===== config.mk =====
export PLATFORM = sky130hd
export DESIGN_NAME = md_unit
export DESIGN_NICKNAME = d
export VERILOG_FILES = /design/src/rtl/md_unit_pkg.sv /design/src/rtl/md_step.sv /design/src/rtl/md_unit.sv
export SDC_FILE = /design/constraint.sdc
export NUM_CORES = 1
export LEC_CHECK = 0
export ABC_AREA = 1
export BUFFER_PORTS_ARGS = -buffer_cell sky130_fd_sc_hd__buf_2
export CORE_MARGIN = 2
export CORE_UTILIZATION = 45
export DETAILED_ROUTE_END_ITERATION = 10
export PLACE_DENSITY = 0.65
export SKIP_LAST_GASP = 1
export SLEW_MARGIN = 10
export SYNTH_ARGS = -nofsm -noshare
export SYNTH_HDL_FRONTEND = slang
export SYNTH_HIERARCHICAL = 1
export SYNTH_SLANG_ARGS = --single-unit

===== constraint.sdc =====
create_clock -name clk -period 6.19 [get_ports clk]
set_input_delay 1.238 -clock clk [delete_from_list [all_inputs] [get_ports clk]]
set_output_delay 1.238 -clock clk [all_outputs]
set_load 0.1 [all_outputs]

===== src/rtl/md_unit_pkg.sv =====
`default_nettype none
// ============================================================================
// Module   : md_unit_pkg
// Purpose  : Shared operation codes and FSM state encoding for md_unit.
// Revision : 1.0
// ============================================================================
package md_unit_pkg;

    // Values match the decode control unit's md operation encoding
    localparam logic [2:0] MD_MFHI  = 3'd0;
    localparam logic [2:0] MD_MFLO  = 3'd1;
    localparam logic [2:0] MD_MTHI  = 3'd2;
    localparam logic [2:0] MD_MTLO  = 3'd3;
    localparam logic [2:0] MD_MULT  = 3'd4;
    localparam logic [2:0] MD_MULTU = 3'd5;
    localparam logic [2:0] MD_DIV   = 3'd6;
    localparam logic [2:0] MD_DIVU  = 3'd7;

    typedef enum logic [1:0] {
        MD_IDLE = 2'd0,
        MD_CALC = 2'd1,
        MD_FIX  = 2'd2
    } md_state_e;

endpackage : md_unit_pkg
`default_nettype wire


===== src/rtl/md_step.sv =====
`default_nettype none
// ============================================================================
// Module   : md_step
// Purpose  : One radix-2 iteration: shift-add multiply or restoring divide.
// Revision : 1.0
// ============================================================================
module md_step #(
    parameter int XLEN = 32
) (
    input  logic              is_div_i,
    input  logic [2*XLEN-1:0] acc_i,
    input  logic [XLEN-1:0]   opd_i,
    output logic [2*XLEN-1:0] acc_o,
    output logic              qbit_o
);

    logic [XLEN:0]   w_sum;
    logic [XLEN:0]   w_shift;
    logic [XLEN-1:0] w_diff;
    logic            w_ge;

    // Multiply: acc = {partial product, remaining multiplier bits}.
    // Divide:   acc = {remainder, dividend bits shifting into quotient}.
    always_comb begin
        w_sum   = {1'b0, acc_i[2*XLEN-1:XLEN]} + (acc_i[0] ? {1'b0, opd_i} : '0);
        w_shift = acc_i[2*XLEN-1:XLEN-1];
        w_ge    = (w_shift >= {1'b0, opd_i});
        // Only used when w_ge holds, where the true difference fits in XLEN bits
        w_diff  = w_shift[XLEN-1:0] - opd_i;
        acc_o   = '0;
        qbit_o  = 1'b0;
        if (is_div_i) begin
            qbit_o = w_ge;
            if (w_ge) begin
                acc_o = {w_diff, acc_i[XLEN-2:0], 1'b0};
            end else begin
                acc_o = {w_shift[XLEN-1:0], acc_i[XLEN-2:0], 1'b0};
            end
        end else begin
            acc_o = {w_sum, acc_i[XLEN-1:1]};
        end
    end

endmodule : md_step
`default_nettype wire


===== src/rtl/md_unit.sv =====
`default_nettype none
// ============================================================================
// Module   : md_unit
// Purpose  : Multi-cycle MIPS multiply/divide unit with HI/LO registers.
// Revision : 1.0
// ============================================================================
module md_unit
    import md_unit_pkg::*;
#(
    parameter int XLEN = 32
) (
    input  logic            clk,
    input  logic            rst_n,
    input  logic            start,
    input  logic [2:0]      op,
    input  logic            cancel,
    input  logic [XLEN-1:0] a,
    input  logic [XLEN-1:0] b,
    output logic            busy,
    output logic            done,
    output logic [XLEN-1:0] hi,
    output logic [XLEN-1:0] lo,
    output logic [XLEN-1:0] rdata
);

    localparam int CW = $clog2(XLEN);

    md_state_e         state_q, state_d;
    logic [CW-1:0]     cnt_q, cnt_d;
    logic [2*XLEN-1:0] acc_q, acc_d;
    logic [XLEN-1:0]   opd_q, opd_d;
    logic [XLEN-1:0]   araw_q, araw_d;
    logic              is_div_q, is_div_d;
    logic              sgn_q, sgn_d;
    logic              rsgn_q, rsgn_d;
    logic              dz_q, dz_d;
    logic [XLEN-1:0]   hi_q, hi_d;
    logic [XLEN-1:0]   lo_q, lo_d;
    logic              done_q, done_d;

    logic [2*XLEN-1:0] w_step_acc;
    logic              w_qbit;
    logic              w_signed;
    logic [XLEN-1:0]   w_a_mag;
    logic [XLEN-1:0]   w_b_mag;
    logic [2*XLEN-1:0] w_prod;
    logic [XLEN-1:0]   w_quot;
    logic [XLEN-1:0]   w_rem;

    md_step #(
        .XLEN (XLEN)
    ) u_step (
        .is_div_i (is_div_q),
        .acc_i    (acc_q),
        .opd_i    (opd_q),
        .acc_o    (w_step_acc),
        .qbit_o   (w_qbit)
    );

    always_comb begin
        w_signed = ~op[0];
        w_a_mag  = (w_signed && a[XLEN-1]) ? (~a + 1'b1) : a;
        w_b_mag  = (w_signed && b[XLEN-1]) ? (~b + 1'b1) : b;
        w_prod   = sgn_q  ? (~acc_q + 1'b1) : acc_q;
        w_quot   = sgn_q  ? (~acc_q[XLEN-1:0] + 1'b1) : acc_q[XLEN-1:0];
        w_rem    = rsgn_q ? (~acc_q[2*XLEN-1:XLEN] + 1'b1) : acc_q[2*XLEN-1:XLEN];
    end

    always_comb begin
        state_d  = state_q;
        cnt_d    = cnt_q;
        acc_d    = acc_q;
        opd_d    = opd_q;
        araw_d   = araw_q;
        is_div_d = is_div_q;
        sgn_d    = sgn_q;
        rsgn_d   = rsgn_q;
        dz_d     = dz_q;
        hi_d     = hi_q;
        lo_d     = lo_q;
        done_d   = 1'b0;

        case (state_q)
            MD_IDLE: begin
                if (start && !cancel) begin
                    case (op)
                        MD_MFHI, MD_MFLO: ;
                        MD_MTHI: hi_d = a;
                        MD_MTLO: lo_d = a;
                        default: begin
                            state_d  = MD_CALC;
                            cnt_d    = '0;
                            is_div_d = op[1];
                            araw_d   = a;
                            dz_d     = (b == '0);
                            sgn_d    = w_signed & (a[XLEN-1] ^ b[XLEN-1]);
                            rsgn_d   = w_signed & a[XLEN-1];
                            // Divide shifts the dividend out of the low half;
                            // multiply consumes the multiplier from the low half.
                            if (op[1]) begin
                                acc_d = {{XLEN{1'b0}}, w_a_mag};
                                opd_d = w_b_mag;
                            end else begin
                                acc_d = {{XLEN{1'b0}}, w_b_mag};
                                opd_d = w_a_mag;
                            end
                        end
                    endcase
                end
            end
            MD_CALC: begin
                if (cancel) begin
                    state_d = MD_IDLE;
                end else begin
                    acc_d = {w_step_acc[2*XLEN-1:1], w_step_acc[0] | w_qbit};
                    cnt_d = cnt_q + 1'b1;
                    if (cnt_q == CW'(XLEN - 1)) begin
                        state_d = MD_FIX;
                    end
                end
            end
            MD_FIX: begin
                state_d = MD_IDLE;
                if (!cancel) begin
                    done_d = 1'b1;
                    if (!is_div_q) begin
                        hi_d = w_prod[2*XLEN-1:XLEN];
                        lo_d = w_prod[XLEN-1:0];
                    end else if (dz_q) begin
                        hi_d = araw_q;
                        lo_d = '1;
                    end else begin
                        hi_d = w_rem;
                        lo_d = w_quot;
                    end
                end
            end
            default: state_d = MD_IDLE;
        endcase
    end

    always_ff @(posedge clk or negedge rst_n) begin
        if (!rst_n) begin
            state_q  <= MD_IDLE;
            cnt_q    <= '0;
            acc_q    <= '0;
            opd_q    <= '0;
            araw_q   <= '0;
            is_div_q <= 1'b0;
            sgn_q    <= 1'b0;
            rsgn_q   <= 1'b0;
            dz_q     <= 1'b0;
            hi_q     <= '0;
            lo_q     <= '0;
            done_q   <= 1'b0;
        end else begin
            state_q  <= state_d;
            cnt_q    <= cnt_d;
            acc_q    <= acc_d;
            opd_q    <= opd_d;
            araw_q   <= araw_d;
            is_div_q <= is_div_d;
            sgn_q    <= sgn_d;
            rsgn_q   <= rsgn_d;
            dz_q     <= dz_d;
            hi_q     <= hi_d;
            lo_q     <= lo_d;
            done_q   <= done_d;
        end
    end

    assign busy  = (state_q != MD_IDLE);
    assign done  = done_q;
    assign hi    = hi_q;
    assign lo    = lo_q;
    assign rdata = op[0] ? lo_q : hi_q;

endmodule : md_unit
`default_nettype wire


==> impl_metrics.ini <==
[status]
outcome = finished clean

[clock_tree]
clock-sinks = 204
cts_max_path_buffers = 3
htreeDepth = 1
cts_hold_buffers = 0
cts.repair.resized = 0
clkTransAtPathRegs_ns = 0.06
clkLatencyLatePin_ns = 0.58
post_cts_buffers = 0
cts_buffers = 25
cts_root_buffer = clkbuf_16
cts_tree = built

[synth]
syn_inst = 3614
synth-simple-area-share = 0.442
synthMuxAreaShare = 0
synthXorXnorAreaFrac = 0.0241
ys_async_sr_fraction = 1.00
synthAdderAreaFrac = 0.0435
synth_seq_cells = 204
synth_top_family_by_area = simple AND/OR/NAND/NOR gates
ys_seq_area_frac = 0.243
ys_types = 59
synth_flop_cell = dfrtp_1
synth_edf_count = 0
synth_compound_area_frac = 0.146
yosys_warnings = 6
netlist_area_sq_mm = 0.0210
avgSynthCellArea_sq_um = 5.82
synth_fp_nets = 3757

[sta]
min_period_ns = 4.17
worst_slack_ns = 2.02
tightest_slew_ns = 1.20
relSlewSlack = 0.200
setup_viol = 0
tns_ns = 0
clock_skew_ns = 0.0312
period_share = 0.673
max_freq_ghz = 0.240
rsz0062_at_grt = false
report.final.slew_viol_count = 0
finalHoldViolations = 0

[floorplan]
die-area_sq_mm = 0.0485
num_io_pins = 169
coreArea_sq_mm = 0.0464
initial_core_util = 0.454
die_h_microns = 220
rows = 79
die_x_microns = 220

[route]
detailedRoute.firstIterationViolations = 2845
wirelength_microns = 88800
dr_total_vias = 24400
wire_per_inst_microns = 20.6
postRouteAntennaNets = 0
via_per_inst = 5.64
drc = 0
drtPass1Iterations = 8

[finish]
postLayoutCoreUtil = 0.497
layout.nets = 3836
syn2layout_area_growth_pct = 9.43
diodes = 0
fin_cells = 4319
drive_gt1_frac = 0.0973
fillers = 5107

[global_routing]
antenna_found_initial = 1
first_global_vias = 22200
track_usage = 0.363
grt_max_degree = 116
gr-total-overflow = 0
grt_pass1_wl_microns = 133000

[min_path]
min_path_cells = 2
hp-class = reg2reg

[placed_design]
place_congestion = 1.02
pre_cts_slack_ns = 2.01
place_inst = 4273
place_hpwl_microns = 71100
portBuffers = 168

[job]
cap_viol_max_count = 0

[power]
pwr-share-seq = 0.228
p_leak_nw = 12.1
pwr-share-comb = 0.614
power.clock.fraction = 0.158
power-per-cell-area_mw_per_mm2 = 425
intPower_mw = 4.11
p_switching_mw = 5.67
p_sw_frac = 0.580
ir_worst_vdd_uv = 563

[worst_setup_path]
crit_arrival_ns = 2.93
reg2regPathDepth = 12
worstPathRequired_ns = 4.95
end_kind = output port
setup.worst_path.class = in2out
critical_path.max_fanout = 38
start_kind = primary input
-- stage by stage --
stage	instance area [sq um]	total power, mW	hold WS (ns)
finish	23000	9.78	0.483
global route	23000	10.4	0.503
CTS	23000	9.67	0.487
detailed placement	22200	8.12	0.473
global placement	22200	8.11	0.464
floorplan	21000	6.56	0.448
-- layer usage --
layer,global-route usage,wire (microns)
met5,0,13
met4,0.194,5430
met3,0.0575,7880
met2,0.561,38900
met1,0.485,36500
-- flip-flops by register name (all words and copies together), names as in the netlist, 2 cells and up --
name / count
cnt_q: 5
hi: 32
lo: 32
opd_q: 32
state_q: 2
acc_q: 64
araw_q: 32
-- synthesized netlist by cell type, types with 10 or more instances --
cell / number / area, sq um
a21oi_1: 187 / 936
a22oi_1: 15 / 113
buf_1: 14 / 52.6
buf_2: 37 / 185
buf_4: 10 / 75.1
clkbuf_1: 66 / 248
dfrtp_1: 204 / 5100
ha_1: 70 / 876
inv_1: 377 / 1420
inv_2: 25 / 93.8
nand2_1: 1186 / 4450
nand2_2: 22 / 138
nand3_1: 334 / 1670
nand3b_1: 33 / 248
nand4_1: 42 / 263
nor2_1: 488 / 1830
nor2_2: 32 / 200
nor2_4: 10 / 113
nor3_1: 16 / 80.1
o211ai_1: 23 / 173
o21ai_0: 239 / 1200
o21ai_1: 18 / 90.1
or2_2: 12 / 75.1
xnor2_1: 19 / 166
xor2_1: 39 / 342
-- layout make-up --
cell class | instances | area [sq um] | area share
Sequential cell | 204 | 5110 | 0.222
Multi-Input combinational cell | 2874 | 13800 | 0.600
Inverter | 403 | 1510 | 0.0657
Clock buffer | 37 | 731 | 0.0317
Timing Repair Buffer | 185 | 990 | 0.0430
Tap cell | 607 | 759 | 0.0330
Clock inverter | 9 | 119 | 0.00516
-- power groups by stage --
stage	clock, mW	combinational (mW)	sequential [mW]
after floorplan	0	3.70	2.86
after global placement	0	5.87	2.23
after detailed placement	0	5.89	2.23
after CTS	1.55	5.91	2.21
after global routing	1.60	6.57	2.26
final	1.54	6.01	2.23
-- worst max-delay path: stages --
cell	delay [ns]
buf_2	0.53
inv_2	0.44
o21ai_0	0.26
buf_2	0.45
-- cells by family (layout without fill, tap and decap cells) --
kind of cell / count (synthesis) / count (layout)
fa+ha+maj: 72 / 72
buf+inv: 536 / 634
xor+xnor: 58 / 58
simple gates: 2199 / 2199
flops: 204 / 204
compound gates: 545 / 545
-- worst paths after layout --
| kind | from | endpoint | slack (ns) |
|---|---|---|---|
| max in group asynchronous | rst_n | sgn_q | 4.33 |
| setup reg to reg | opd_q[28] | acc_q[0] | 2.77 |
| hold / removal | araw_q[10] | araw_q[10] | 0.48 |
| hold reg to reg | araw_q[10] | araw_q[10] | 0.48 |
| setup / recovery | op[0] | rdata[21] | 2.02 |
| min in group asynchronous | rst_n | hi[25] | 0.71 |
-- cell usage in the layout, fill, tap and decap left out, drive strengths merged, types with 3 or more instances in the layout --
cell	count
a21boi	3
a21o	4
a21oi	198
a22oi	17
a31oi	6
and2	8
buf	184
clkbuf	38
clkinv	5
dfrtp	204
ha	70
inv	403
nand2	1210
nand3	338
nand3b	34
nand4	42
nor2	531
nor3	18
o211ai	23
o21a	5
o21ai	264
o21bai	5
o221ai	8
o31ai	3
or2	15
xnor2	19
xor2	39
Power figures use the tool's default switching activity.
